`config.mk`:
```
export PLATFORM = sky130hd
export DESIGN_NAME = uart_tx_serializer_flat
export DESIGN_NICKNAME = d
export VERILOG_FILES = /design/src/rtl/uart_tx_serializer_if.sv /design/src/rtl/uart_tx_serializer.sv /design/src/flat_wrapper.sv
export SDC_FILE = /design/constraint.sdc
export NUM_CORES = 1
export LEC_CHECK = 0
export CORE_UTILIZATION = 24
export DETAILED_ROUTE_END_ITERATION = 10
export GPL_TIMING_DRIVEN = 0
export PLACE_DENSITY = 0.46
export SYNTH_ARGS = -nofsm -noshare
export SYNTH_HDL_FRONTEND = slang
export SYNTH_SLANG_ARGS = --single-unit
```
`constraint.sdc`:
```
create_clock -name clk -period 4.98 [get_ports clk]
set_input_delay 1.245 -clock clk [delete_from_list [all_inputs] [get_ports clk]]
set_output_delay 1.245 -clock clk [all_outputs]
set_load 0.005 [all_outputs]
```
`src/rtl/uart_tx_serializer_if.sv`:
```
// uart_tx_serializer_if: FIFO-read and serial-line bundle of the UART TX stage.
// Signals:
//   fifo_empty, fifo_data : upstream FIFO status and read data (valid the cycle after fifo_rd_en)
//   fifo_rd_en            : one-cycle pop request to the FIFO
//   txd, tx_busy, tx_done : serial line and frame status
// Modports:
//   master = the serializer, slave = the FIFO/line side.

interface uart_tx_serializer_if;
    logic       fifo_empty;
    logic [7:0] fifo_data;
    logic       fifo_rd_en;
    logic       txd;
    logic       tx_busy;
    logic       tx_done;

    modport master (
        input  fifo_empty,
        input  fifo_data,
        output fifo_rd_en,
        output txd,
        output tx_busy,
        output tx_done
    );

    modport slave (
        output fifo_empty,
        output fifo_data,
        input  fifo_rd_en,
        input  txd,
        input  tx_busy,
        input  tx_done
    );
endinterface

```
`src/rtl/uart_tx_serializer.sv`:
```
// uart_tx_serializer: pops one byte from the TX FIFO when idle and sends it as
// start + 8 data bits (LSB first) + optional parity + STOP_BITS stop bits.
// Ports:
//   clk : clock, rising edge
//   rst : synchronous active-high reset
//   bus : uart_tx_serializer_if.master
//         (fifo_empty, fifo_data in; fifo_rd_en, txd, tx_busy, tx_done out)
// Parameters:
//   CLKS_PER_BIT : clk cycles per bit (2..65535)
//   STOP_BITS    : 1 or 2
//   PARITY_ODD   : 0 = even, 1 = odd
// Optional feature: define UART_PARITY_EN to insert the parity bit.

module uart_tx_serializer #(
    parameter int unsigned CLKS_PER_BIT = 16,
    parameter int unsigned STOP_BITS    = 1,
    parameter int unsigned PARITY_ODD   = 0
) (
    input  logic                   clk,
    input  logic                   rst,
    uart_tx_serializer_if.master   bus
);

    localparam int unsigned BW = $clog2(CLKS_PER_BIT);
    localparam logic [BW-1:0] BAUD_LAST = BW'(CLKS_PER_BIT - 1);
    localparam logic STOP_LAST = (STOP_BITS == 2);

    if (CLKS_PER_BIT < 2 || CLKS_PER_BIT > 65535 ||
        (STOP_BITS != 1 && STOP_BITS != 2) ||
        PARITY_ODD > 1) begin : g_bad_params
        $error("uart_tx_serializer: illegal parameter value");
    end

`ifdef UART_PARITY_EN
    typedef enum logic [2:0] {
        S_IDLE, S_FETCH, S_START, S_DATA, S_PARITY, S_STOP
    } state_t;
`else
    typedef enum logic [2:0] {
        S_IDLE, S_FETCH, S_START, S_DATA, S_STOP
    } state_t;
`endif

    state_t        state, state_n;
    logic [BW-1:0] baud_cnt, baud_n;
    logic [2:0]    bit_cnt, bit_n;
    logic [7:0]    shreg, shreg_n;
    logic          stop_cnt, stop_n;
    logic          txd_q, txd_n;
    logic          busy_q, busy_n;
    logic          done_q, done_n;
    logic          rd_en;
    logic          bit_end;
`ifdef UART_PARITY_EN
    logic          par, par_n;
`endif

    always_comb begin
        state_n = state;
        baud_n  = baud_cnt;
        bit_n   = bit_cnt;
        shreg_n = shreg;
        stop_n  = stop_cnt;
`ifdef UART_PARITY_EN
        par_n   = par;
`endif
        rd_en   = 1'b0;
        bit_end = (baud_cnt == BAUD_LAST);

        unique case (state)
            S_IDLE: begin
                // Gated by rst so no pop is issued while reset is held.
                if (!bus.fifo_empty && !rst) begin
                    rd_en   = 1'b1;
                    state_n = S_FETCH;
                end
            end
            S_FETCH: begin
                shreg_n = bus.fifo_data;
`ifdef UART_PARITY_EN
                par_n   = (^bus.fifo_data) ^ (PARITY_ODD != 0);
`endif
                baud_n  = '0;
                bit_n   = '0;
                stop_n  = 1'b0;
                state_n = S_START;
            end
            S_START: begin
                if (bit_end) state_n = S_DATA;
            end
            S_DATA: begin
                if (bit_end) begin
                    if (bit_cnt == 3'd7) begin
`ifdef UART_PARITY_EN
                        state_n = S_PARITY;
`else
                        state_n = S_STOP;
`endif
                    end else begin
                        bit_n   = bit_cnt + 3'd1;
                        shreg_n = {1'b0, shreg[7:1]};
                    end
                end
            end
`ifdef UART_PARITY_EN
            S_PARITY: begin
                if (bit_end) state_n = S_STOP;
            end
`endif
            S_STOP: begin
                if (bit_end) begin
                    if (stop_cnt == STOP_LAST) state_n = S_IDLE;
                    else stop_n = 1'b1;
                end
            end
            default: state_n = S_IDLE;
        endcase

        if (state != S_IDLE && state != S_FETCH)
            baud_n = bit_end ? '0 : baud_cnt + 1'b1;

        // Outputs are registered from the next state so txd lines up
        // with the bit the state machine is entering.
        case (state_n)
            S_START:  txd_n = 1'b0;
            S_DATA:   txd_n = shreg_n[0];
`ifdef UART_PARITY_EN
            S_PARITY: txd_n = par_n;
`endif
            default:  txd_n = 1'b1;
        endcase
        busy_n = (state_n != S_IDLE);
        done_n = (state_n == S_STOP) && (baud_n == BAUD_LAST) &&
                 (stop_n == STOP_LAST);
    end

    always_ff @(posedge clk) begin
        if (rst) begin
            state    <= S_IDLE;
            baud_cnt <= '0;
            bit_cnt  <= '0;
            shreg    <= '0;
            stop_cnt <= 1'b0;
            txd_q    <= 1'b1;
            busy_q   <= 1'b0;
            done_q   <= 1'b0;
`ifdef UART_PARITY_EN
            par      <= 1'b0;
`endif
        end else begin
            state    <= state_n;
            baud_cnt <= baud_n;
            bit_cnt  <= bit_n;
            shreg    <= shreg_n;
            stop_cnt <= stop_n;
            txd_q    <= txd_n;
            busy_q   <= busy_n;
            done_q   <= done_n;
`ifdef UART_PARITY_EN
            par      <= par_n;
`endif
        end
    end

    assign bus.fifo_rd_en = rd_en;
    assign bus.txd        = txd_q;
    assign bus.tx_busy    = busy_q;
    assign bus.tx_done    = done_q;

endmodule
```
`src/flat_wrapper.sv`:
```
// flat-port wrapper written by rule: the top's interface ports become plain ports
module uart_tx_serializer_flat 
#(
    parameter int unsigned CLKS_PER_BIT = 16,
    parameter int unsigned STOP_BITS    = 1,
    parameter int unsigned PARITY_ODD   = 0
)
  (clk, rst, bus_fifo_empty, bus_fifo_data, bus_fifo_rd_en, bus_txd, bus_tx_busy, bus_tx_done);
  uart_tx_serializer_if bus_i ();
  input  logic clk;
  input  logic rst;
  input wire logic [$bits(bus_i.fifo_empty)-1:0] bus_fifo_empty;
  input wire logic [$bits(bus_i.fifo_data)-1:0] bus_fifo_data;
  output wire logic [$bits(bus_i.fifo_rd_en)-1:0] bus_fifo_rd_en;
  output wire logic [$bits(bus_i.txd)-1:0] bus_txd;
  output wire logic [$bits(bus_i.tx_busy)-1:0] bus_tx_busy;
  output wire logic [$bits(bus_i.tx_done)-1:0] bus_tx_done;
  assign bus_i.fifo_empty = bus_fifo_empty;
  assign bus_i.fifo_data = bus_fifo_data;
  assign bus_fifo_rd_en = bus_i.fifo_rd_en;
  assign bus_txd = bus_i.txd;
  assign bus_tx_busy = bus_i.tx_busy;
  assign bus_tx_done = bus_i.tx_done;
  uart_tx_serializer #(.CLKS_PER_BIT(CLKS_PER_BIT), .STOP_BITS(STOP_BITS), .PARITY_ODD(PARITY_ODD)) u_core (.clk(clk), .rst(rst), .bus(bus_i));
endmodule
```
==> results.txt <==
Most Used Layer, Global Route = met2
cell area after synthesis = 967 sq um
Via density = 4.77
# fillers = 397
1st-pass router iterations = 4
first-pass GRT wire length = 3660 um
worst-path fanout max = 3
P&R area growth vs syn = 26.4%
period utilization = 74.9%
die height = 65.5 um
syn nets = 119
Worst-Skew Late Latency = 0.26 ns
syn_area_per_cell = 9.21 sq um
main combinational cell family by area after synthesis = simple AND/OR/NAND/NOR gates
max cap viols = 0
core region area = 3770 sq um
mux contribution to synthesized area = 1.03%
DR iter-0 viols = 24
clock buffer count from CTS = 3
io pins = 15
register area share after synthesis = 45.5%
fmax = 0.268 GHz
slowest stage delay, CP = 0.54 ns
Simple-Gate Fraction of Synth Area = 24.1%
Rel. slew slack = 56.9%
Final #Nets = 138
M3 GR Usage = 1.04%
gr ovfl total = 0
storage element area = 440 sq um
Die ar. = 4290 sq um
Syn Inst Count = 105
Die X-Extent = 65.5 um
crit start category = primary input
Tmin final = 3.73 ns
row cnt = 22
GR Util met2 = 17.4%
final slew viol count = 0
CTS tree = done
TNS Setup = 0 ns
cells along the critical path = clkdlybuf4s50_1, nor3_1, clkdlybuf4s50_1
Leak Pwr = 0.426 nW
I/O Buffers = 14
Max IR drop VDD = 154 uV
H-tree levels = 1
Seq cells post-synth = 22
Crit path max-delay family = buffers and inverters
vias in the first global route = 793
Multi-input gate area = 495 sq um
Slowest-stage cell, CP = clkdlybuf4s50_1
met1 Usage GRT = 15.2%
DP Area = 1170 sq um
Buf/Inv on CP = 2
DRC = 0
HP Class = flop to flop
XOR/XNOR share of the synthesized area = 0%
Setup Viol. Count Final = 0
RePlAce Congestion = 0.697
DR vias = 816
PostCTS Resize Cnt = 0
Sink Count = 22
ANT nets after route = 0
measured slew at the worst slew-check pin = 0.644 ns
initial antenna violation count = 0
Setup Crit Path Kind = primary input to primary output
clk slew on worst S/H paths = 0.08 ns
Fin Hold WS = 0.460 ns
Clock Tree Root = clkbuf_8
share of cells above drive strength 1 = 8.13%
Hold-fix buffers, CTS = 0
All-Layer GR Usage = 11.1%
routed len/inst = 12.4 um
post-route cell area = 1220 sq um
most frequent CP cell = clkdlybuf4s50_1
RSZ-0062 raised after global routing = no
status = completed
Adder-Cell Fraction of Synth Area = 3.88%
Synth Warn # = 0
worst path required time = 3.73 ns
Worst Path Arrival = 2.48 ns
synth unique cells = 37
number of setup buffers added after CTS = 0
largest net degree at the start of global routing = 13
DPL Wire Length = 1540 um
Synth Area in Compound Gates = 22.3%
Initial Utilization = 25.6%
final hold violation count = 0
detailed-route wire length = 2120 um
Clock Path Buffers = 2
PwrDens = 281 nW/um^2
critical path endpoint category = primary output
clock skew = 0.00313 ns
Antenna Cells = 0
## synth_stat cells
master / count / share of area (%)
dfxtp_1: 22 / 46
clkbuf_1: 3 / 1.2
inv_1: 1 / 0.39
and4bb_1: 1 / 1.3
nand2_1: 11 / 4.3
ha_1: 3 / 3.9
a2111oi_1: 1 / 1.0
nor4b_1: 1 / 0.91
a21boi_1: 1 / 0.78
buf_2: 1 / 0.52
buf_6: 1 / 1.2
nor3b_2: 1 / 1.3
o21ai_0: 2 / 1.0
nand3_1: 2 / 1.0
a31o_1: 1 / 0.91
o21ai_1: 1 / 0.52
o211ai_1: 1 / 0.78
or3_1: 1 / 0.65
a211oi_1: 1 / 0.78
or3_4: 1 / 1.2
and2_1: 1 / 0.65
and3_1: 2 / 1.3
a32o_1: 1 / 1.0
nor4_2: 1 / 1.3
o21a_1: 1 / 0.78
nor3b_1: 2 / 1.6
nand4_1: 1 / 0.65
nor2_1: 8 / 3.1
or2_1: 1 / 0.65
o21ba_2: 1 / 1.0
nand3b_1: 4 / 3.1
mux2i_1: 1 / 1.0
a2111o_1: 1 / 1.2
a21oi_1: 15 / 7.8
nor3_1: 1 / 0.52
nor2b_1: 1 / 0.65
a22oi_1: 6 / 4.7
## final timing paths
check,endpoint,depth (start not counted),slack (ns),start
hold reg to reg,u_core.shreg[2],2,0.46,u_core.shreg[2]
setup / recovery,bus_fifo_rd_en,3,1.25,rst
setup reg to reg,u_core.shreg[7],7,3.05,u_core.bit_cnt[0]
hold / removal,u_core.shreg[2],2,0.46,u_core.shreg[2]
## layer usage
layer  share of wire (%)  wire length (um)
met1                  49              1050
met5                   0                 0
met2                  47               993
met4                 1.7                37
met3                 2.1                45
## where the power goes
part	leakage [nW]	internal, mW	switching, mW
Combinational	0.219	0.0174	0.0154
Clock	0.0288	0.0704	0.0568
Sequential	0.178	0.181	0.00296
## registers in the layout (all words and copies together), names as in the netlist
| name | flops |
|---|---|
| u_core.bus.tx_done | 1 |
| u_core.stop_cnt | 1 |
| u_core.shreg | 8 |
| u_core.bus.tx_busy | 1 |
| u_core.bit_cnt | 3 |
| u_core.baud_cnt | 4 |
| u_core.state | 3 |
| u_core.bus.txd | 1 |
## cell families (layout without fill, tap and decap cells)
logic type / after synthesis / after routing
multiplexers: 1 / 1
buffers and inverters: 6 / 24
adder cells (fa/ha/maj): 3 / 3
AND/OR/NAND/NOR: 40 / 40
AO/OA/AOI/OAI: 33 / 33
flip-flops: 22 / 22
## worst reg2reg max path, stage by stage, from the launching register on
cell	delay [ns]
dfxtp_1	0.33
ha_1	0.20
ha_1	0.20
and4bb_1	0.31
and2_1	0.17
clkbuf_1	0.35
nand3b_1	0.17
a21oi_1	0.07
## through the flow
step	util, %	power, mW	instances	setup slack (ns)
after floorplan	-	0.204	105	2.26
after global placement	31.0	0.221	167	1.25
after detailed placement	31.0	0.221	167	1.24
after CTS	32.4	0.349	171	1.24
after global routing	32.4	0.363	171	1.17
final	32.4	0.344	171	1.25
## cell type report
type	count	area share, %
well taps	48	4.91
clock buffers	4	4.50
flip-flops and latches	22	36.0
multi-input cells	77	40.5
plain buffers	5	2.25
inverters	1	0.307
repair buffers	14	11.5
## layout by cell type, fill, tap and decap left out, types with 2 or more instances in the layout
cell and count:
nand2_1 11, nand3_1 2, nor3b_1 2, dfxtp_1 22
nand3b_1 4, clkdlybuf4s50_1 14, clkbuf_1 3, and3_1 2
nor2_1 8, o21ai_0 2, a21oi_1 15, a22oi_1 6
ha_1 3, clkbuf_8 4
No activity file was read; power rests on OpenSTA's default activity.
